## config.mk

```make
export PLATFORM = sky130hd
export DESIGN_NAME = rom_arbiter
export DESIGN_NICKNAME = d
export VERILOG_FILES = /design/src/rtl/rom_arbiter.sv
export SDC_FILE = /design/constraint.sdc
export NUM_CORES = 1
export LEC_CHECK = 0
export ABC_CLOCK_PERIOD_IN_PS = 4100
export BUFFER_PORTS_ARGS = -buffer_cell sky130_fd_sc_hd__buf_2
export CAP_MARGIN = 0
export CORE_ASPECT_RATIO = 1.75
export CORE_MARGIN = 8
export CORE_UTILIZATION = 52
export DETAILED_ROUTE_END_ITERATION = 16
export GPL_ROUTABILITY_DRIVEN = 0
export MAX_ROUTING_LAYER = met4
export PLACE_DENSITY = 0.85
export SYNTH_ARGS = -nofsm -noshare
export SYNTH_HDL_FRONTEND = slang
export SYNTH_SLANG_ARGS = --single-unit
```

## constraint.sdc

```tcl
create_clock -name clk -period 4.1 [get_ports clk]
set_clock_uncertainty 0.2 [all_clocks]
set_input_delay 0.41 -clock clk [delete_from_list [all_inputs] [get_ports clk]]
set_output_delay 0.41 -clock clk [all_outputs]
set_load 0.02 [all_outputs]
```

## src/rtl/rom_arbiter.sv

```systemverilog
// rom_arbiter: shares the instruction ROM read port between the fetch stage
// (port A, single words) and the loader/debug burst reader (port B).
// Round-robin arbitration per cycle, one ROM read per cycle, the response is
// registered and returned one cycle later on the winning port. Misaligned
// and out-of-range addresses return 0 with the error flag set.
module rom_arbiter #(
    parameter int profundidad = 1024,
    parameter int MAXLEN      = 16
) (
    input  logic                           clk,
    input  logic                           reset,
    // fetch port
    input  logic                           a_req,
    input  logic [31:0]                    a_addr,
    output logic                           a_gnt,
    output logic                           a_rvalid,
    output logic [31:0]                    a_rdata,
    output logic                           a_err,
    // burst port
    input  logic                           b_start,
    input  logic [31:0]                    b_base,
    input  logic [$clog2(MAXLEN):0]        b_len,
    output logic                           b_busy,
    output logic                           b_rvalid,
    output logic [31:0]                    b_rdata,
    output logic                           b_err,
    output logic                           b_done,
    // ROM
    output logic [$clog2(profundidad)-1:0] rom_addr,
    input  logic [31:0]                    rom_data
);

    localparam int AW = $clog2(profundidad);
    localparam int LW = $clog2(MAXLEN) + 1;

    typedef enum logic [1:0] {
        B_IDLE,
        B_BUSY,
        B_DRAIN
    } bstate_t;

    // Misaligned, or the full word index (not just the ROM-sized slice) is
    // past the end of the ROM; wrapped burst addresses are caught here too.
    function automatic logic addr_bad(input logic [31:0] addr);
        logic [31:0] idx;
        idx = {2'b00, addr[31:2]};
        return (addr[1:0] != 2'b00) || (idx >= 32'(profundidad));
    endfunction

    function automatic logic [AW-1:0] word_idx(input logic [31:0] addr);
        return addr[AW+1:2];
    endfunction

    // A zero length still moves one word; anything above MAXLEN is clamped.
    function automatic logic [LW-1:0] clamp_len(input logic [LW-1:0] len);
        if (len == '0) begin
            return LW'(1);
        end
        if (len > LW'(MAXLEN)) begin
            return LW'(MAXLEN);
        end
        return len;
    endfunction

    bstate_t        state;
    logic [31:0]    cur;
    logic [LW-1:0]  remaining;
    logic           rr;

    logic           a_want_p0;
    logic           b_want_p0;
    logic           a_win_p0;
    logic           b_win_p0;
    logic [31:0]    sel_addr_p0;
    logic           sel_err_p0;
    logic [31:0]    sel_data_p0;

    // Issue stage: pick the winner, drive the ROM address, qualify the read word.
    // No grant is given while reset is high, since its response would be dropped.
    always_comb begin
        a_want_p0 = a_req && !reset;
        b_want_p0 = (state == B_BUSY) && !reset;
        a_win_p0  = 1'b0;
        b_win_p0  = 1'b0;
        if (a_want_p0 && b_want_p0) begin
            a_win_p0 = !rr;
            b_win_p0 = rr;
        end else begin
            a_win_p0 = a_want_p0;
            b_win_p0 = b_want_p0;
        end
        sel_addr_p0 = b_win_p0 ? cur : a_addr;
        sel_err_p0  = addr_bad(sel_addr_p0);
        sel_data_p0 = sel_err_p0 ? 32'h0 : rom_data;
        rom_addr    = (a_win_p0 || b_win_p0) ? word_idx(sel_addr_p0) : '0;
    end

    assign a_gnt = a_win_p0;

    // Response control: valid and error for the winning port, cleared on reset.
    always_ff @(posedge clk) begin
        if (reset) begin
            a_rvalid <= 1'b0;
            a_err    <= 1'b0;
            b_rvalid <= 1'b0;
            b_err    <= 1'b0;
        end else begin
            a_rvalid <= a_win_p0;
            a_err    <= a_win_p0 && sel_err_p0;
            b_rvalid <= b_win_p0;
            b_err    <= b_win_p0 && sel_err_p0;
        end
    end

    // Response data: zero for a port that did not win, so it is also zero after reset.
    always_ff @(posedge clk) begin
        a_rdata <= a_win_p0 ? sel_data_p0 : 32'h0;
        b_rdata <= b_win_p0 ? sel_data_p0 : 32'h0;
    end

    // Burst FSM and round-robin pointer; the loser of a contested slot gets priority next.
    always_ff @(posedge clk) begin
        if (reset) begin
            state     <= B_IDLE;
            b_busy    <= 1'b0;
            b_done    <= 1'b0;
            cur       <= 32'h0;
            remaining <= '0;
            rr        <= 1'b0;
        end else begin
            b_done <= 1'b0;
            if (a_want_p0 && b_want_p0) begin
                rr <= a_win_p0;
            end
            case (state)
                B_IDLE: begin
                    if (b_start) begin
                        cur       <= b_base;
                        remaining <= clamp_len(b_len);
                        state     <= B_BUSY;
                        b_busy    <= 1'b1;
                    end
                end
                B_BUSY: begin
                    if (b_win_p0) begin
                        cur       <= cur + 32'd4;
                        remaining <= remaining - LW'(1);
                        if (remaining == LW'(1)) begin
                            state  <= B_DRAIN;
                            b_done <= 1'b1;
                        end
                    end
                end
                B_DRAIN: begin
                    state  <= B_IDLE;
                    b_busy <= 1'b0;
                end
                default: begin
                    state  <= B_IDLE;
                    b_busy <= 1'b0;
                end
            endcase
        end
    end

endmodule

```

== Yosys cells after proc, flatten, opt, wreduce, memory -nomap -nowiden ==
Cells that the tools add are included.
Cells by class
  add/sub/neg operators: 2
  magnitude comparators: 2
  eq/ne operators: 5
  mux-type cells: 31
  bitwise logic cells: 2
  reduce and logical (&&, ||, !) cells: 17
Operators with widths (number)
  $mux W32: 4
  $pmux W32 S2: 1
  $add A32 B3 Y32 const B: 1
  $ge A30 B11 Y1 const B: 1
  $mux W5: 6
  $mux W1: 13
  $mux W10: 1
  $pmux W5 S2: 1
  $mux W2: 3
  $reduce_and A3 Y1: 2
  $eq A5 B1 Y1 const B: 1
  $gt A5 B5 Y1 const B: 1
  $logic_and A1 B1 Y1: 5
  $logic_not A5 Y1: 1
  $sub A5 B1 Y5 const B: 1
  $ne A2 B2 Y1 const B: 2
  $pmux W2 S2: 1
  $reduce_bool A2 Y1: 2
  $reduce_or A3 Y1: 1
  $eq A2 B1 Y1 const B: 1
  $logic_not A1 Y1: 2
  $logic_not A2 Y1: 1
  $logic_or A1 B1 Y1: 2
  $ne A2 B1 Y1 const B: 1
  3 further kinds: 4
Word-level totals
  bits in registers: 110
  bits of input ports: 105
  logic and storage cells: 71

== Logic depth before layout (Yosys ltp) ==
  depth in word-level cells: 13
  depth in mapped cells: 8
  depth with buffers taken out: 6

== Least setup slack after synthesis ==
No wires, ideal clock.
  path type: register to output
  start point: register state[0]
  end point: output port rom_addr[0]
  arrival time: 1832 ps
  data required time: 3490 ps
  path slack: 1658 ps
  stages on the path, launching flop included: 9
  buffers on the path: 3
  cells stage by stage: dfxtp_1 > nor2b_1 > clkbuf_1 > nand3_1 > clkbuf_1 > inv_1 > clkbuf_1 > nand2_1 > a21oi_1
Between the ends
  word-level cells in the longest chain between the ends: 6
  elaborated cells between the ends (all ways): 8
  classes of those cells: eq/ne: 1; mux: 4; reduce/logical: 3
Ends and longest elaborated chain
  start: declaration: line 65  | bstate_t state;
  start signal: assignment: line 124  | state <= B_IDLE;
  start signal: assignment: line 140  | state <= B_BUSY;
  start signal: assignment: line 149  | state <= B_DRAIN;
  $eq A2 B1 Y1 (*): line 82  | b_want_p0 = (state == B_BUSY) && !reset;
  $logic_and A1 B1 Y1 (*): line 82
  $logic_and A1 B1 Y1: line 85  | if (a_want_p0 && b_want_p0) begin
  $mux W1: line 85
  $mux W32 or $logic_or A1 B1 Y1 (tied branches): line 92, 95
  $mux W10 (*): line 95  | rom_addr = (a_win_p0 || b_win_p0) ? word_idx(sel_addr_p0) : '0;
  end: declaration: line 29  | output logic [$clog2(profundidad)-1:0] rom_addr,
Every way passes the cells marked *; elsewhere a longest branch is shown, timed or not.

== Worst setup path after layout ==
  start point: input port reset
  end point: output port rom_addr[4]
Between the ends
  word-level cells in the longest chain between the ends: 6
  elaborated cells between the ends (all ways): 9
  classes of those cells: mux: 4; reduce/logical: 5
Ends and longest elaborated chain
  start: declaration: line 11  | input logic reset,
  $logic_not A1 Y1 (*): line 81, 82
  $logic_and A1 B1 Y1 (on tied branches): line 81, 82
  $logic_and A1 B1 Y1: line 85
  $mux W1: line 85
  $mux W32 or $logic_or A1 B1 Y1 (tied branches): line 92, 95
  $mux W10 (*): line 95
Marks and branches as above.

==> results.tsv <==
metric	value	unit
numCtsBuffers	9	
grtUsageTotal	0.230	
antenna_cells	0	
route.top_layer_used	met4	
dpl_cell_area	5600	sq um
fillCellCount	748	
clkSinkCount	110	
dp_cells	805	
setup_viol	0	
cts_root_buffer	clkbuf_16	
path_max_fanout	39	
synth.top_cells.by_area	dfxtp_1, and2_1, a21oi_1	
tightestPinTransition	0.778	ns
leakage	2.66	nW
hold_class	input port to flip-flop	
yosysTopAreaCellShare	0.473	
synth.distinct_cells	56	
wl_met2	7370	um
synth_nets	648	
dp_hpwl	11000	um
crit_type	input port to output port	
clock_path_buffers	2	
grt_start_max_net_pins	44	
rsz0062_at_grt	false	
clk_latency	0.34	ns
io_buffers	185	
cp.depth	7	
synth-edff-count	0	
ir_drop	0.223	mV
cts.clk_slew.worst_paths	0.08	ns
dieWidth	87.5	um
drt-vias-per-instance	5.69	
max_freq	325	MHz
htree_levels	3	
dieArea	12400	sq um
grt_pass1_wl	22100	um
endpoint_kind	output port	
wl_met3	1330	um
maxCapViolCount	0	
cts_setup_buffers	0	
drtAntennaViolNets	0	
initial_core_util	0.537	
first_global_vias	4555	
cellPowerDensity	386	nW/um^2
critPathBufInv	4	
critPathRequiredTime	3.49	ns
async_reset_ff_frac	0	
rows	45	
period_needed	3.08	ns
slew_violations	0	
layout_common_cells	buf_2, dfxtp_1, and2_1	
hold_depth	2	
wl_per_cell	17.4	um
syn_avg_cell_area	8.62	sq um
status	completed	
syn_area	4650	sq um
design_area	5890	sq um
yosys.area.top_type	dfxtp_1	
yosys_warnings	0	
first_pass_iters	5	
slew_headroom	0.480	
ys_seq_elements	110	
drt_iter0_markers	284	
cts_tree	done	
overflow	0	
crit_path_start_kind	input port	
worstRegToRegCells	5	
cp_cell_sequence	buf_2 -> inv_1 -> nand3_1 -> inv_1 -> nand2_1 -> a21oi_1 -> buf_2	
cpMaxStageDelayCell	buf_2	
syn_to_final_growth	26.5	%
ys.flop_type	dfxtp_1	
wl_met1	5300	um
die_h	141	um
stdcell_count	821	
grt_antenna_before_repair	0	
cts_hold_buf	0	
drive_gt1_frac	0.314	
slowest_delay	0.59	ns
final.setup.tns	0	ns
post_cts_resized	0	
arrival	2.47	ns
layout.nets	807	
hold_viol	0	
vias	4672	
drc_errors	0	
fin_crit_sh	0.751	
synthCells	540	
final_common_cell	buf_2	
yosysSeqAreaShare	0.473	
crit_family	buffers and inverters	
core-area	8670	sq um
num_io_pins	186	
drt_wl_total	14300	um
-- state kept, by name (all words and copies together), names as in the netlist --
register,flops
a_err,1
b_rdata,32
b_done,1
a_rdata,32
state,2
b_err,1
cur,32
b_rvalid,1
remaining,5
b_busy,1
rr,1
a_rvalid,1
-- layout make-up --
cell class	instances	area (sq um)	area share
timing repair buffer	193	986	0.168
sequential	110	2200	0.374
clock buffer	9	225	0.0383
clock inverter	7	65.1	0.0111
inverter	8	30.0	0.00510
tap	117	146	0.0249
multi-input combinational	377	2230	0.379
-- synthesized netlist by cell type (3+ instances only) --
cell type	number
or4_1	3
ha_1	3
a211oi_1	6
buf_1	3
mux2i_1	3
nor4_1	17
o31ai_1	3
and3_1	9
clkbuf_1	36
a21oi_1	39
nand3_1	20
a31oi_1	12
o21ai_0	19
nand2_1	50
nor3_1	16
a41oi_1	4
o32ai_1	3
nand2b_1	7
nor2_1	32
and4_1	5
and2_1	66
nand4_1	13
buf_6	4
o21a_1	6
o311ai_0	3
dfxtp_1	110
inv_1	8
-- through the flow --
step | setup WS, ns | hold WS (ns) | power [W] | util
2_1_floorplan | 1.66 | 0.244 | 0.00134 | -
3_3_place_gp | 1.14 | 0.269 | 0.00144 | 0.645
3_5_place_dp | 1.01 | 0.281 | 0.00145 | 0.645
4_1_cts | 1.00 | 0.0583 | 0.00229 | 0.679
5_1_grt | 0.760 | 0.0625 | 0.00236 | 0.679
6_report | 1.02 | 0.0687 | 0.00227 | 0.679
-- per-layer routing --
| metal | global-route usage | vias to the layer above |
|---|---|---|
| met2 | 0.407 | 265 |
| li1 | - | 2240 |
| met3 | 0.0460 | 32 |
| met5 | - | - |
| met1 | 0.242 | 2135 |
| met4 | 0.0876 | 0 |
-- kinds of logic (layout without fill, tap and decap cells) --
| family | after synthesis | count (layout) | share of synthesized area |
|---|---|---|---|
| muxes | 3 | 3 | 0.00645 |
| AOI/OAI and AO/OA | 118 | 118 | 0.167 |
| buffers and inverters | 53 | 217 | 0.0497 |
| xor gates and xnor gates | 1 | 1 | 0.00188 |
| adders and majority gates | 3 | 3 | 0.00807 |
| DFF | 110 | 110 | 0.473 |
| and+or+nand+nor | 252 | 252 | 0.293 |
-- power by group --
part           internal (W)  total (W)  switching [W]
clock              0.000427   0.000839       0.000411
combinational      0.000121   0.000283       0.000162
sequential          0.00110    0.00115      0.0000457
total               0.00165    0.00227       0.000619
-- final timing paths --
check                     from           to  slack [ns]
setup reg to reg       cur[31]  a_rdata[13]        1.29
hold / removal    rom_data[25]  b_rdata[25]        0.07
hold reg to reg         b_busy       b_busy        0.30
setup / recovery         reset  rom_addr[4]        1.02
(Power assumes the default switching activity.)
